[src/rtl/typing_round_ctrl.sv]
// typing_round_ctrl: round sequencer for the typing tutor.
// Each round picks a random digit (0-9), strobes it into the display
// register, then judges the next PS/2 make code as a hit or miss, or
// declares a miss if the round's time limit runs out. Hits/misses are
// shown for a fixed feedback period. The game ends after ROUNDS rounds.
// Optional feature: define STREAK_BONUS_EN to add a consecutive-hit
// streak counter that awards a double point (and pulses o_bonus) once
// three hits in a row have already been scored.
module typing_round_ctrl #(
  parameter int ROUNDS          = 10,
  parameter int TIMEOUT_CYCLES  = 100_000_000,
  parameter int FEEDBACK_CYCLES = 25_000_000,
  parameter int CNT_W           = 27
) (
  input  logic       i_clk,
  input  logic       i_rst_n,
  input  logic       i_start,
  input  logic [3:0] i_rand_digit,
  input  logic       i_key_valid,
  input  logic [7:0] i_key_byte,
  output logic [3:0] o_target,
  output logic       o_target_load,
  output logic       o_hit,
  output logic       o_miss,
  output logic [7:0] o_score,
  output logic [7:0] o_round_no,
`ifdef STREAK_BONUS_EN
  output logic       o_bonus,
`endif
  output logic       o_game_over
);

  typedef enum logic [2:0] {
    S_IDLE,
    S_LOAD,
    S_WAIT_KEY,
    S_HIT,
    S_MISS,
    S_DONE
  } state_t;

  localparam logic [CNT_W-1:0] TIMEOUT_LAST  = CNT_W'(TIMEOUT_CYCLES - 1);
  localparam logic [CNT_W-1:0] FEEDBACK_LAST = CNT_W'(FEEDBACK_CYCLES - 1);
  localparam logic [7:0]       LAST_ROUND    = 8'(ROUNDS);

  state_t           r_state, w_state_next;
  logic [CNT_W-1:0] r_cnt, w_cnt_next;
  logic             r_break, w_break_next;
  logic             r_ext, w_ext_next;
  logic [3:0]       r_target, w_target_next;
  logic             r_target_load, w_target_load_next;
  logic             r_hit, w_hit_next;
  logic             r_miss, w_miss_next;
  logic [7:0]       r_score, w_score_next;
  logic [7:0]       r_round, w_round_next;
  logic             r_game_over, w_game_over_next;
`ifdef STREAK_BONUS_EN
  logic [1:0]       r_streak, w_streak_next;
  logic             r_bonus, w_bonus_next;
  logic [7:0]       w_score_plus2;
`endif

  logic             w_key_is_digit;
  logic [3:0]       w_key_digit;
  logic             w_is_f0;
  logic             w_is_e0;
  logic             w_make;
  logic             w_discard;
  logic [7:0]       w_score_plus1;

  // Translate a set-2 scan byte into a digit; anything else is a non-digit
  always_comb begin
    w_key_is_digit = 1'b1;
    w_key_digit    = 4'd0;
    case (i_key_byte)
      8'h45:   w_key_digit = 4'd0;
      8'h16:   w_key_digit = 4'd1;
      8'h1E:   w_key_digit = 4'd2;
      8'h26:   w_key_digit = 4'd3;
      8'h25:   w_key_digit = 4'd4;
      8'h2E:   w_key_digit = 4'd5;
      8'h36:   w_key_digit = 4'd6;
      8'h3D:   w_key_digit = 4'd7;
      8'h3E:   w_key_digit = 4'd8;
      8'h46:   w_key_digit = 4'd9;
      default: w_key_is_digit = 1'b0;
    endcase
  end

  assign w_is_f0       = i_key_valid && (i_key_byte == 8'hF0);
  assign w_is_e0       = i_key_valid && (i_key_byte == 8'hE0);
  assign w_make        = i_key_valid && !w_is_f0 && !w_is_e0 && !(r_break || r_ext);
  assign w_discard     = i_key_valid && !w_is_f0 && !w_is_e0 && (r_break || r_ext);
  assign w_score_plus1 = (r_score == 8'hFF) ? 8'hFF : r_score + 8'd1;
`ifdef STREAK_BONUS_EN
  assign w_score_plus2 = (r_score >= 8'hFE) ? 8'hFF : r_score + 8'd2;
`endif

  // Next-state and next-register values; every register holds by default
  always_comb begin
    w_state_next       = r_state;
    w_cnt_next         = r_cnt;
    w_break_next       = r_break;
    w_ext_next         = r_ext;
    w_target_next      = r_target;
    w_target_load_next = 1'b0;
    w_hit_next         = r_hit;
    w_miss_next        = r_miss;
    w_score_next       = r_score;
    w_round_next       = r_round;
    w_game_over_next   = r_game_over;
`ifdef STREAK_BONUS_EN
    w_streak_next      = r_streak;
    w_bonus_next       = r_bonus;
`endif

    if (w_is_f0) begin
      w_break_next = 1'b1;
    end
    if (w_is_e0) begin
      w_ext_next = 1'b1;
    end
    if (w_discard) begin
      w_break_next = 1'b0;
      w_ext_next   = 1'b0;
    end

    case (r_state)
      S_IDLE, S_DONE: begin
        if (i_start) begin
          w_score_next     = 8'd0;
          w_round_next     = 8'd1;
          w_game_over_next = 1'b0;
          w_break_next     = 1'b0;
          w_ext_next       = 1'b0;
`ifdef STREAK_BONUS_EN
          w_streak_next    = 2'd0;
`endif
          w_state_next     = S_LOAD;
        end
      end

      S_LOAD: begin
        if (i_rand_digit <= 4'd9) begin
          w_target_next      = i_rand_digit;
          w_target_load_next = 1'b1;
          w_cnt_next         = '0;
          w_state_next       = S_WAIT_KEY;
        end
      end

      S_WAIT_KEY: begin
        w_cnt_next = r_cnt + CNT_W'(1);
        if (w_make) begin
          w_cnt_next = '0;
          if (w_key_is_digit && (w_key_digit == r_target)) begin
            w_hit_next   = 1'b1;
            w_state_next = S_HIT;
`ifdef STREAK_BONUS_EN
            if (r_streak == 2'd3) begin
              w_score_next = w_score_plus2;
              w_bonus_next = 1'b1;
            end else begin
              w_score_next  = w_score_plus1;
              w_streak_next = r_streak + 2'd1;
            end
`else
            w_score_next = w_score_plus1;
`endif
          end else begin
            w_miss_next  = 1'b1;
            w_state_next = S_MISS;
`ifdef STREAK_BONUS_EN
            w_streak_next = 2'd0;
`endif
          end
        end else if (r_cnt == TIMEOUT_LAST) begin
          w_cnt_next   = '0;
          w_miss_next  = 1'b1;
          w_state_next = S_MISS;
`ifdef STREAK_BONUS_EN
          w_streak_next = 2'd0;
`endif
        end
      end

      S_HIT, S_MISS: begin
        w_cnt_next = r_cnt + CNT_W'(1);
        if (r_cnt == FEEDBACK_LAST) begin
          w_cnt_next  = '0;
          w_hit_next  = 1'b0;
          w_miss_next = 1'b0;
`ifdef STREAK_BONUS_EN
          w_bonus_next = 1'b0;
`endif
          if (r_round == LAST_ROUND) begin
            w_game_over_next = 1'b1;
            w_state_next     = S_DONE;
          end else begin
            w_round_next = r_round + 8'd1;
            w_break_next = 1'b0;
            w_ext_next   = 1'b0;
            w_state_next = S_LOAD;
          end
        end
      end

      default: w_state_next = S_IDLE;
    endcase
  end

  // State register; reset wins over any in-progress round
  always_ff @(posedge i_clk) begin
    if (!i_rst_n) begin
      r_state <= S_IDLE;
    end else begin
      r_state <= w_state_next;
    end
  end

  // Datapath and output registers
  always_ff @(posedge i_clk) begin
    if (!i_rst_n) begin
      r_cnt         <= '0;
      r_break       <= 1'b0;
      r_ext         <= 1'b0;
      r_target      <= 4'd0;
      r_target_load <= 1'b0;
      r_hit         <= 1'b0;
      r_miss        <= 1'b0;
      r_score       <= 8'd0;
      r_round       <= 8'd0;
      r_game_over   <= 1'b0;
`ifdef STREAK_BONUS_EN
      r_streak      <= 2'd0;
      r_bonus       <= 1'b0;
`endif
    end else begin
      r_cnt         <= w_cnt_next;
      r_break       <= w_break_next;
      r_ext         <= w_ext_next;
      r_target      <= w_target_next;
      r_target_load <= w_target_load_next;
      r_hit         <= w_hit_next;
      r_miss        <= w_miss_next;
      r_score       <= w_score_next;
      r_round       <= w_round_next;
      r_game_over   <= w_game_over_next;
`ifdef STREAK_BONUS_EN
      r_streak      <= w_streak_next;
      r_bonus       <= w_bonus_next;
`endif
    end
  end

  assign o_target      = r_target;
  assign o_target_load = r_target_load;
  assign o_hit         = r_hit;
  assign o_miss        = r_miss;
  assign o_score       = r_score;
  assign o_round_no    = r_round;
  assign o_game_over   = r_game_over;
`ifdef STREAK_BONUS_EN
  assign o_bonus       = r_bonus;
`endif

endmodule

[config.mk]
export PLATFORM = sky130hd
export DESIGN_NAME = typing_round_ctrl
export DESIGN_NICKNAME = d
export VERILOG_FILES = /design/src/rtl/typing_round_ctrl.sv
export SDC_FILE = /design/constraint.sdc
export NUM_CORES = 1
export LEC_CHECK = 0
export CAP_MARGIN = 5
export CORE_MARGIN = 4
export CORE_UTILIZATION = 25
export CTS_CLUSTER_DIAMETER = 60
export CTS_CLUSTER_SIZE = 28
export DETAILED_ROUTE_END_ITERATION = 8
export GPL_TIMING_DRIVEN = 0
export SLEW_MARGIN = 20
export SYNTH_ARGS = -nofsm -noshare
export SYNTH_HDL_FRONTEND = slang
export SYNTH_SLANG_ARGS = --single-unit
[constraint.sdc]
create_clock -name i_clk -period 2.6 [get_ports i_clk]
set_clock_uncertainty 0.1 [all_clocks]
set_input_delay 0.65 -clock i_clk [delete_from_list [all_inputs] [get_ports i_clk]]
set_output_delay 0.65 -clock i_clk [all_outputs]
set_load 0.02 [all_outputs]
==> results.sh <==
export IMPL_cts_buffer_depth=2
export IMPL_worstPathArrival_ns=2.66
export IMPL_final_cell_mix="51 x dfxtp_1, 47 x nor2_1, 33 x nand2_1"
export IMPL_drive_gt1_share_pct=18.7
export IMPL_cts_tree="done"
export IMPL_rsz0062_at_grt="true"
export IMPL_netlist_area_mm2=0.00317
export IMPL_clk_latency_ns=0.29
export IMPL_fin_ws_ns=0.0403
export IMPL_area_growth_pct=34.6
export IMPL_finalWirelength_mm=8.39
export IMPL_final_common_cell="dfxtp_1"
export IMPL_hold_path_class="register to register"
export IMPL_post_drt_wl_per_cell_um=13.7
export IMPL_first_iter_violations=266
export IMPL_finalHoldViolations=0
export IMPL_p_per_area_mw_per_mm2=504
export IMPL_max_stage_delay_ns=0.55
export IMPL_min_period_ns=2.56
export IMPL_vias=3047
export IMPL_critPathMaxFanout=5
export IMPL_synthArstFlopShare_pct=0
export IMPL_place_congestion=0.837
export IMPL_fmax_mhz=391
export IMPL_place_area_mm2=0.00373
export IMPL_slowest_stage="or4b_4"
export IMPL_cts_num_sinks=56
export IMPL_coreArea_mm2=0.0122
export IMPL_power_share_clock_pct=36.2
export IMPL_start_kind="primary input"
export IMPL_cts_buffers=5
export IMPL_antenna_cells=0
export IMPL_period_share_pct=98.4
export IMPL_relSlewSlack_pct=60.6
export IMPL_rows=40
export IMPL_synth_edff_count=0
export IMPL_max_cap_viol_count=0
export IMPL_required_ns=2.70
export IMPL_finalMaxSlewViolations=0
export IMPL_switchingPower_mw=0.608
export IMPL_cts_htree_levels=2
export IMPL_switching_share_pct=28.3
export IMPL_hold_depth=2
export IMPL_drc_errors=0
export IMPL_design_area_mm2=0.00426
export IMPL_power_frac_seq_pct=42.9
export IMPL_drtPass1Iterations=4
export IMPL_crit_type="primary input to register"
export IMPL_worstMarginPinSlew_ns=0.586
export IMPL_root_buffer="clkbuf_16"
export IMPL_via_per_inst=4.97
export IMPL_grt_overflow=0
export IMPL_dieArea_mm2=0.0145
export IMPL_ys_types=67
export IMPL_grt_start_max_net_pins=19
export IMPL_p_leak_nw=1.46
export IMPL_ir_drop_mv=0.304
export IMPL_die_w_um=121
export IMPL_seq_area_frac_synth_pct=35.4
export IMPL_first_global_vias=2987
export IMPL_ff2ff_path_depth=10
export IMPL_pwr_share_comb_pct=20.9
export IMPL_synth_fp_nets=404
export IMPL_setup_violations=0
export IMPL_io_pins=40
export IMPL_yosysWarnings=0
export IMPL_groute_usage_overall_pct=11.5
export IMPL_synthCells=384
export IMPL_intPower_mw=1.54
export IMPL_initial_utilization_pct=25.9
export IMPL_cp_cell_sequence="clkdlybuf4s15_2, or4b_4, a21oi_4, mux2_4, o221ai_2, a211oi_2, buf_4, and2_2, a211oi_1"
export IMPL_status="finished, final reports clean"
export IMPL_grt_pass1_wl_mm=14.3
export IMPL_die_y_um=121
export IMPL_final_nets=464
export IMPL_ys_ff_latch=56
export IMPL_port_buffers=35
export IMPL_antenna_found_initial=0
export IMPL_dp_slack_ns=-0.724
export IMPL_finalSetupTns_ns=0
export IMPL_hpwlAfterDp_mm=5.98
export IMPL_end_kind="register"
export IMPL_ys_dominant_reg_cell="dfxtp_1"
export IMPL_final_antenna_net_count=0
export IMPL_syn_avg_cell_area_um2=8.25
export IMPL_cts_clk_slew_worst_paths_ns=0.07
[cell families (layout without fill, tap and decap cells)]
| kind of cell | count (synthesis) | in the layout | synth area share (%) |
|---|---|---|---|
| mux | 6 | 6 | 1.97 |
| flops | 56 | 56 | 35.4 |
| simple gates | 188 | 188 | 32.4 |
| buf+inv | 29 | 90 | 4.38 |
| compound gates | 72 | 72 | 16.3 |
| fa+ha+maj | 4 | 4 | 1.58 |
| xor+xnor | 29 | 29 | 8.02 |
[routing by layer]
layer  share of wire (%)  up-vias  GRT usage, %
met2                  49       56          20.3
met1                  46     1462          14.4
met4                 1.3        0          2.76
li1                    -     1516             -
met5                   0        -             0
met3                 3.4       13          2.01
[metrics by stage]
stage                     util, %  total power, mW  hold slack [ns]  cells
after floorplan                 -             1.18            0.346    384
after global placement       30.5             1.31            0.360    587
after detailed placement     30.5             1.31            0.376    587
after CTS                    33.9             2.15            0.403    608
after global routing         34.9             2.25            0.421    613
final                        34.9             2.15            0.396    613
[layout make-up]
cell class	instances	area [µm²]
fill	1312	7950
clock buffer	5	125
buffer	15	104
inverter	13	48.8
multi-input combinational	299	2110
sequential	56	1130
tap	168	210
timing repair buffer	54	488
clock inverter	3	47.5
[timing repair]
action	CTS	global route
endpoints found under the setup margin	47	46
pin swaps	10	10
gates cloned	3	0
setup buffers	11	5
resized for setup	43	25
hold buffers	0	0
[sequential cells by signal (all words and copies together) (netlist names)]
register,count
r_state,3
o_score,8
o_hit,1
o_miss,1
r_ext,1
o_target_load,1
o_round_no,8
o_game_over,1
r_break,1
r_cnt,27
o_target,4
[worst paths after layout]
kind                                    start         end  slack (ns)
worst max-delay path            i_key_byte[4]  o_score[5]        0.04
worst min-delay path                  r_break     r_break        0.40
worst max register to register       r_cnt[0]   r_cnt[17]        0.10
worst min register to register        r_break     r_break        0.40
[cells in the mapped netlist (8+ instances only)]
cell | instances | share of area (%)
nand4_1 | 8 | 1.6
xor2_1 | 15 | 4.1
nand3_1 | 14 | 2.2
nand2_1 | 34 | 4.0
nor2_1 | 48 | 5.7
and3_1 | 12 | 2.4
nor3_1 | 16 | 2.5
xnor2_1 | 14 | 3.9
dfxtp_1 | 56 | 35
a21oi_1 | 19 | 3.0
o21ai_0 | 13 | 2.1
inv_1 | 12 | 1.4
[critical path, delay by kind of cell]
kind | cells | cell delay, ns
AOI/OAI and AO/OA | 4 | 0.55
and+or+nand+nor | 2 | 0.76
muxes | 1 | 0.32
buffers and inverters | 2 | 0.39
[power groups by stage]
stage	Sequential, mW	Clock (mW)	Combinational (mW)
floorplan	0.945	0	0.239
global placement	0.934	0	0.373
detailed placement	0.935	0	0.377
CTS	0.923	0.793	0.433
global route	0.928	0.831	0.493
finish	0.923	0.779	0.449
Note: power is estimated with default switching activity, not from simulation.
